File: src/rtl/odd_parity_checker_serial.sv
// Serial odd-parity frame receiver: start bit, DATA_W data bits LSB first, odd parity bit, stop bit.
// Reports each completed frame with a one-cycle done strobe plus parity and framing error flags.
module odd_parity_checker_serial #(
    parameter int DATA_W = 3
) (
    input  logic              clk,
    input  logic              rst_n,
    input  logic              in_valid,
    input  logic              in_bit,
    output logic [DATA_W-1:0] data_out,
    output logic              done,
    output logic              parity_err,
    output logic              frame_err,
    output logic              busy
);

    localparam int CNT_W = $clog2(DATA_W + 1);

    typedef enum logic [1:0] {
        IDLE   = 2'd0,
        DATA   = 2'd1,
        PARITY = 2'd2,
        STOP   = 2'd3
    } state_t;

    state_t            r_state;
    state_t            w_next_state;
    logic [DATA_W:0]   r_shift;
    logic [CNT_W-1:0]  r_cnt;
    logic              r_par;
    logic [DATA_W-1:0] r_data_out;
    logic              r_done;
    logic              r_parity_err;
    logic              r_frame_err;
    logic              w_last_data;

    assign w_last_data = (r_cnt == CNT_W'(DATA_W - 1));

    // NOTE: sequential state uses non-blocking (<=) so every register samples pre-edge values.
    always_ff @(posedge clk or negedge rst_n) begin
        if (!rst_n) begin
            r_state <= IDLE;
        end else begin
            r_state <= w_next_state;
        end
    end

    // NOTE: next state defaults to the current state first, so no path can infer a latch.
    always_comb begin
        w_next_state = r_state;
        if (in_valid) begin
            unique case (r_state)
                IDLE:    if (!in_bit) w_next_state = DATA;
                DATA:    if (w_last_data) w_next_state = PARITY;
                PARITY:  w_next_state = STOP;
                STOP:    w_next_state = IDLE;
                default: w_next_state = IDLE;
            endcase
        end
    end

    // The shift register is one bit wider than the word so the shift slice stays legal for DATA_W=1;
    // after DATA_W shifts the received word sits in r_shift[DATA_W:1].
    always_ff @(posedge clk or negedge rst_n) begin
        if (!rst_n) begin
            r_shift      <= '0;
            r_cnt        <= '0;
            r_par        <= 1'b0;
            r_data_out   <= '0;
            r_done       <= 1'b0;
            r_parity_err <= 1'b0;
            r_frame_err  <= 1'b0;
        end else begin
            r_done <= 1'b0;
            if (in_valid) begin
                unique case (r_state)
                    IDLE: begin
                        if (!in_bit) begin
                            r_shift <= '0;
                            r_cnt   <= '0;
                            r_par   <= 1'b0;
                        end
                    end
                    DATA: begin
                        r_shift <= {in_bit, r_shift[DATA_W:1]};
                        r_cnt   <= r_cnt + CNT_W'(1);
                        r_par   <= r_par ^ in_bit;
                    end
                    PARITY: begin
                        r_par <= r_par ^ in_bit;
                    end
                    STOP: begin
                        r_data_out   <= r_shift[DATA_W:1];
                        r_parity_err <= ~r_par;
                        r_frame_err  <= ~in_bit;
                        r_done       <= 1'b1;
                    end
                    default: ;
                endcase
            end
        end
    end

    assign data_out   = r_data_out;
    assign done       = r_done;
    assign parity_err = r_parity_err;
    assign frame_err  = r_frame_err;
    assign busy       = (r_state != IDLE);

endmodule

File: config.mk
export PLATFORM = sky130hd
export DESIGN_NAME = odd_parity_checker_serial
export DESIGN_NICKNAME = d
export VERILOG_FILES = /design/src/rtl/odd_parity_checker_serial.sv
export SDC_FILE = /design/constraint.sdc
export NUM_CORES = 1
export LEC_CHECK = 0
export ABC_AREA = 0
export BUFFER_PORTS_ARGS = -buffer_cell sky130_fd_sc_hd__clkbuf_2
export CORE_MARGIN = 10
export CORE_UTILIZATION = 35
export CTS_BUF_LIST = sky130_fd_sc_hd__clkbuf_8
export DETAILED_ROUTE_END_ITERATION = 6
export GPL_TIMING_DRIVEN = 0
export PLACE_DENSITY_LB_ADDON = 0.08
export SLEW_MARGIN = 20
export SYNTH_ARGS = -nofsm -noshare
export SYNTH_HDL_FRONTEND = slang
export SYNTH_SLANG_ARGS = --single-unit
File: constraint.sdc
create_clock -name clk -period 3.8 [get_ports clk]
set_input_delay 0.76 -clock clk [delete_from_list [all_inputs] [get_ports clk]]
set_output_delay 0.76 -clock clk [all_outputs]
set_load 0.01 [all_outputs]
* Yosys cells after proc, flatten, opt, wreduce, memory -nomap -nowiden
Index checks and enable logic that the tools add are counted.
** Word-level totals
- Register bits :: 15
- Logic and storage cells :: 38
** Cells by class
- Add/subtract/negate cells :: 1
- Equal/unequal tests :: 6
- Mux-type cells :: 11
- Bitwise logic cells :: 3
- Reduce and logical (&&, ||, !) cells :: 9
** Operators by type and width (number)
- AND reduction 3 bit :: 3
- case mux 2 bit (4 select lines) :: 1
- case mux 4 bit (2 select lines) :: 1
- == test 2 bit, second input constant :: 3
- 2-to-1 mux 2 bit :: 3
- nonzero test 2 bit :: 3
- 2-to-1 mux 4 bit :: 1
- != test 2 bit, second input constant :: 2
- case mux 2 bit (2 select lines) :: 1
- 2-to-1 mux 1 bit :: 3
- adder 2 x 1 -> 2 bit, second input constant :: 1
- == test 2 x 1 -> 1 bit, second input constant :: 1
- zero test 2 bit :: 1
- inverter 1 bit :: 2
- case mux 1 bit (2 select lines) :: 1
- AND reduction 2 bit :: 1
- OR reduction 2 bit :: 1
- bitwise XOR 1 bit :: 1

* Depth between registers and ports, before layout
- Depth in word-level cells :: 4
- Depth in mapped cells :: 5
- Mapped depth without buffers :: 5

* Worst setup path before layout
OpenSTA, ideal clock, no wires.
- Kind :: reg2out
- Start :: reg r_state[0]
- End :: out busy
- Data arrival time :: 0.898 ns
- Data required time :: 3.040 ns
- Setup slack :: 2.142 ns
- Cell stages (with the launch flop) :: 4
- Path buffers :: 0
- Cells stage by stage :: dfrtp_1 > inv_1 > ha_1 > inv_2
** Between the ends
- Cells in the longest elaborated chain, start to end :: 1
** RTL lines
- start, declared :: RTL line 26 : state_t r_state;
- start signal, assigned :: RTL line 44 : r_state <= w_next_state;
- nonzero test 2 bit :: RTL line 108 : assign busy = (r_state != IDLE);
- end, declared :: RTL line 14 : output logic busy
No other way between the ends.

* Worst setup path after layout
Ends and elaborated chain as after synthesis.

==> metrics <==
number of failing hold endpoints at the final stage 0; Die Area 4210 um^2; net count after synthesis 70; Design Area, Final 843 um^2; routed length per placed instance 12.2 um; filler instances about 190; max_cap viols 0; Tcrit/Tclk final 56.1%; buffer depth of the longest clock path 2; number of buffers inserted during clock tree synthesis 3; leakage component of the power around 0.43 nW; Hold Slack 0.408 ns; cell area after placement roughly 790 um^2; cell area after synthesis 704 um^2; Post-Route Skew 0.00359 ns; drt via density 4.62; worst slew slack as a fraction of its limit 76.3%; class of the worst hold path in2async; total via count after detailed routing 457; critical-path maximum fanout 5; number of antenna violations at the first check in global routing 0; ratio of total power to cell area 808 nW/um^2; Tmin final 2.13 ns; Post-Synthesis Cells 58; top-level I/O count 11; clock root cell clkbuf_8; vertical die dimension 64.9 um; clock insertion delay at the later pin of the skew report 0.25 ns; effective utilization at floorplan around 36%; GRT Resource Usage Total under 10%; VDD IR max 0.442 mV; # placed instances 95; required time at the worst-slack endpoint ~3 ns; Layout area overhead 19.7%; Avg Cell Area, Syn roughly 12 um^2; post-synthesis sequential area ratio 49.7%; setup repair after global routing missed its margin false; Final Core Density 43.4%; crit start category flip-flop; post-detailed-routing wire length 1.20 mm; share of post-route cells with drive strength above 1 31.9%; maximum number of pins on one net before global-route repair 15; TritonCTS clock tree done; post-cts sizing count 0; number of unique standard cell types used by synthesis 21; Ant. Diodes 0; iteration-0 DRC count of the detailed router 15; final-report setup violation count 0; post-CTS setup-driven buffer insertion count 0; ordered cell list for the critical path inv_1 -> ha_1 -> inv_2 -> clkbuf_2; transition time at the pin with the least slew margin ~0.36 ns; cell with the largest stage delay on the worst path dfrtp_1; maximum achievable frequency around 0.47 GHz; Finished Layout Cells 99; final net count 85; antenna viol nets, final 0; Clock Pin Slew Worst Setup and Hold Paths 0.06 ns; width of the chip 64.9 um; Setup Crit Path Kind reg2out; number of flip-flops and latches in the synthesized netlist 14; detailed placer's ending HPWL 902 um; clock sink total 14; total number of H-tree levels 1; arrival time at the worst endpoint between 1 and 1.5 ns; vias in the first global route 447; Std-Cell Rows 16; final-layout setup total negative slack 0 ns; cts-stage hold buffer count 0; Std-Cell Core Area slightly below 2000 um^2; Setup crit end kind output pin; routability congestion estimate 0.767; total overflow reported by the global router 0; status finished, final reports clean; count of final max-slew check failures 0; count of input and output buffers 10; Yosys warning count 0; first-pass GRT wire length roughly 2.1 mm; maximum cell stage delay along the critical path 0.44 ns; DRC 0; detailed-router iteration count before antenna repair 3
==> where the power goes <==
group,switching [mW],internal [mW],leakage (nW)
Clock,0.0539,0.0917,0.0288
Sequential,0.0447,0.214,0.176
Combinational,0.145,0.131,0.225
Total,0.244,0.437,0.430
==> layout by cell type (no fill, tap or decap), drive strengths merged, types with 2 or more instances in the layout <==
cell	n
a32o	2
clkbuf	14
dfrtp	14
ha	8
inv	7
mux2	5
mux2i	2
nand2	4
nor2	2
o21ai	6
==> flip-flops by register name, indices dropped and copies added, names as in the netlist <==
register,count
r_par,1
r_state,2
frame_err,1
data_out,3
done,1
r_cnt,2
r_shift,3
parity_err,1
==> cells in the mapped netlist (all sizes together) <==
| cell type | count | area (um^2) |
|---|---|---|
| dfrtp | 14 | 350 |
| inv | 7 | 26.3 |
| nand3 | 1 | 5.00 |
| nand2 | 4 | 15.0 |
| nor2b | 1 | 6.26 |
| a31o | 1 | 8.76 |
| mux2 | 5 | 60.1 |
| a21boi | 1 | 18.8 |
| mux2i | 2 | 20.0 |
| nand4 | 1 | 6.26 |
| a22o | 1 | 8.76 |
| nand2b | 1 | 6.26 |
| nor2 | 2 | 7.51 |
| o21ai | 6 | 37.5 |
| a32o | 2 | 20.0 |
| o211ai | 1 | 7.51 |
| ha | 8 | 100 |
==> stage by stage <==
stage          power [mW]  setup WS, ns
2_1_floorplan       0.462          2.14
6_report            0.681          1.67
4_1_cts             0.697          1.65
3_3_place_gp        0.541          1.94
5_1_grt             0.739          1.58
3_5_place_dp        0.546          1.93
==> critical path: cells and delay by family, from the launching register on <==
| kind | cells | cell delay, ns |
|---|---|---|
| buf+inv | 3 | 0.35 |
| flops | 1 | 0.44 |
| fa+ha+maj | 1 | 0.33 |
==> cell families after synthesis <==
kind of cell	share of synthesized area, %
adder cells (fa/ha/maj)	14.2
AO/OA/AOI/OAI	14.4
flip-flops	49.7
buffers and inverters	3.73
AND/OR/NAND/NOR	6.57
multiplexers	11.4
==> worst paths after layout <==
check,startpoint,endpoint,slack (ns),cells past startpoint
max,r_state[0],busy,1.67,4
min,rst_n,r_par,0.41,1
max reg2reg,r_state[0],r_cnt[1],2.15,5
min reg2reg,frame_err,frame_err,0.48,2
max in group asynchronous,rst_n,r_cnt[0],3.13,1
min in group clk,frame_err,frame_err,0.48,2
==> layer usage <==
metal | share of wire [%] | track usage (%) | vias to the layer above
li1 | - | - | 233
met1 | 47 | 7.20 | 211
met2 | 43 | 8.99 | 9
met3 | 7.5 | 3.09 | 4
met4 | 2.6 | 5.61 | 0
met5 | 0 | 0 | -
==> final cells by class <==
type                    count  area (um^2)  area share, %
repair buffers             10         50.0           5.93
flip-flops and latches     14          350           41.5
multi-input cells          37          328           38.9
inverters                   7         26.3           3.12
well taps                  27         33.8           4.01
clock buffers               4         55.1           6.53
No activity file was read; power rests on OpenSTA's default activity.
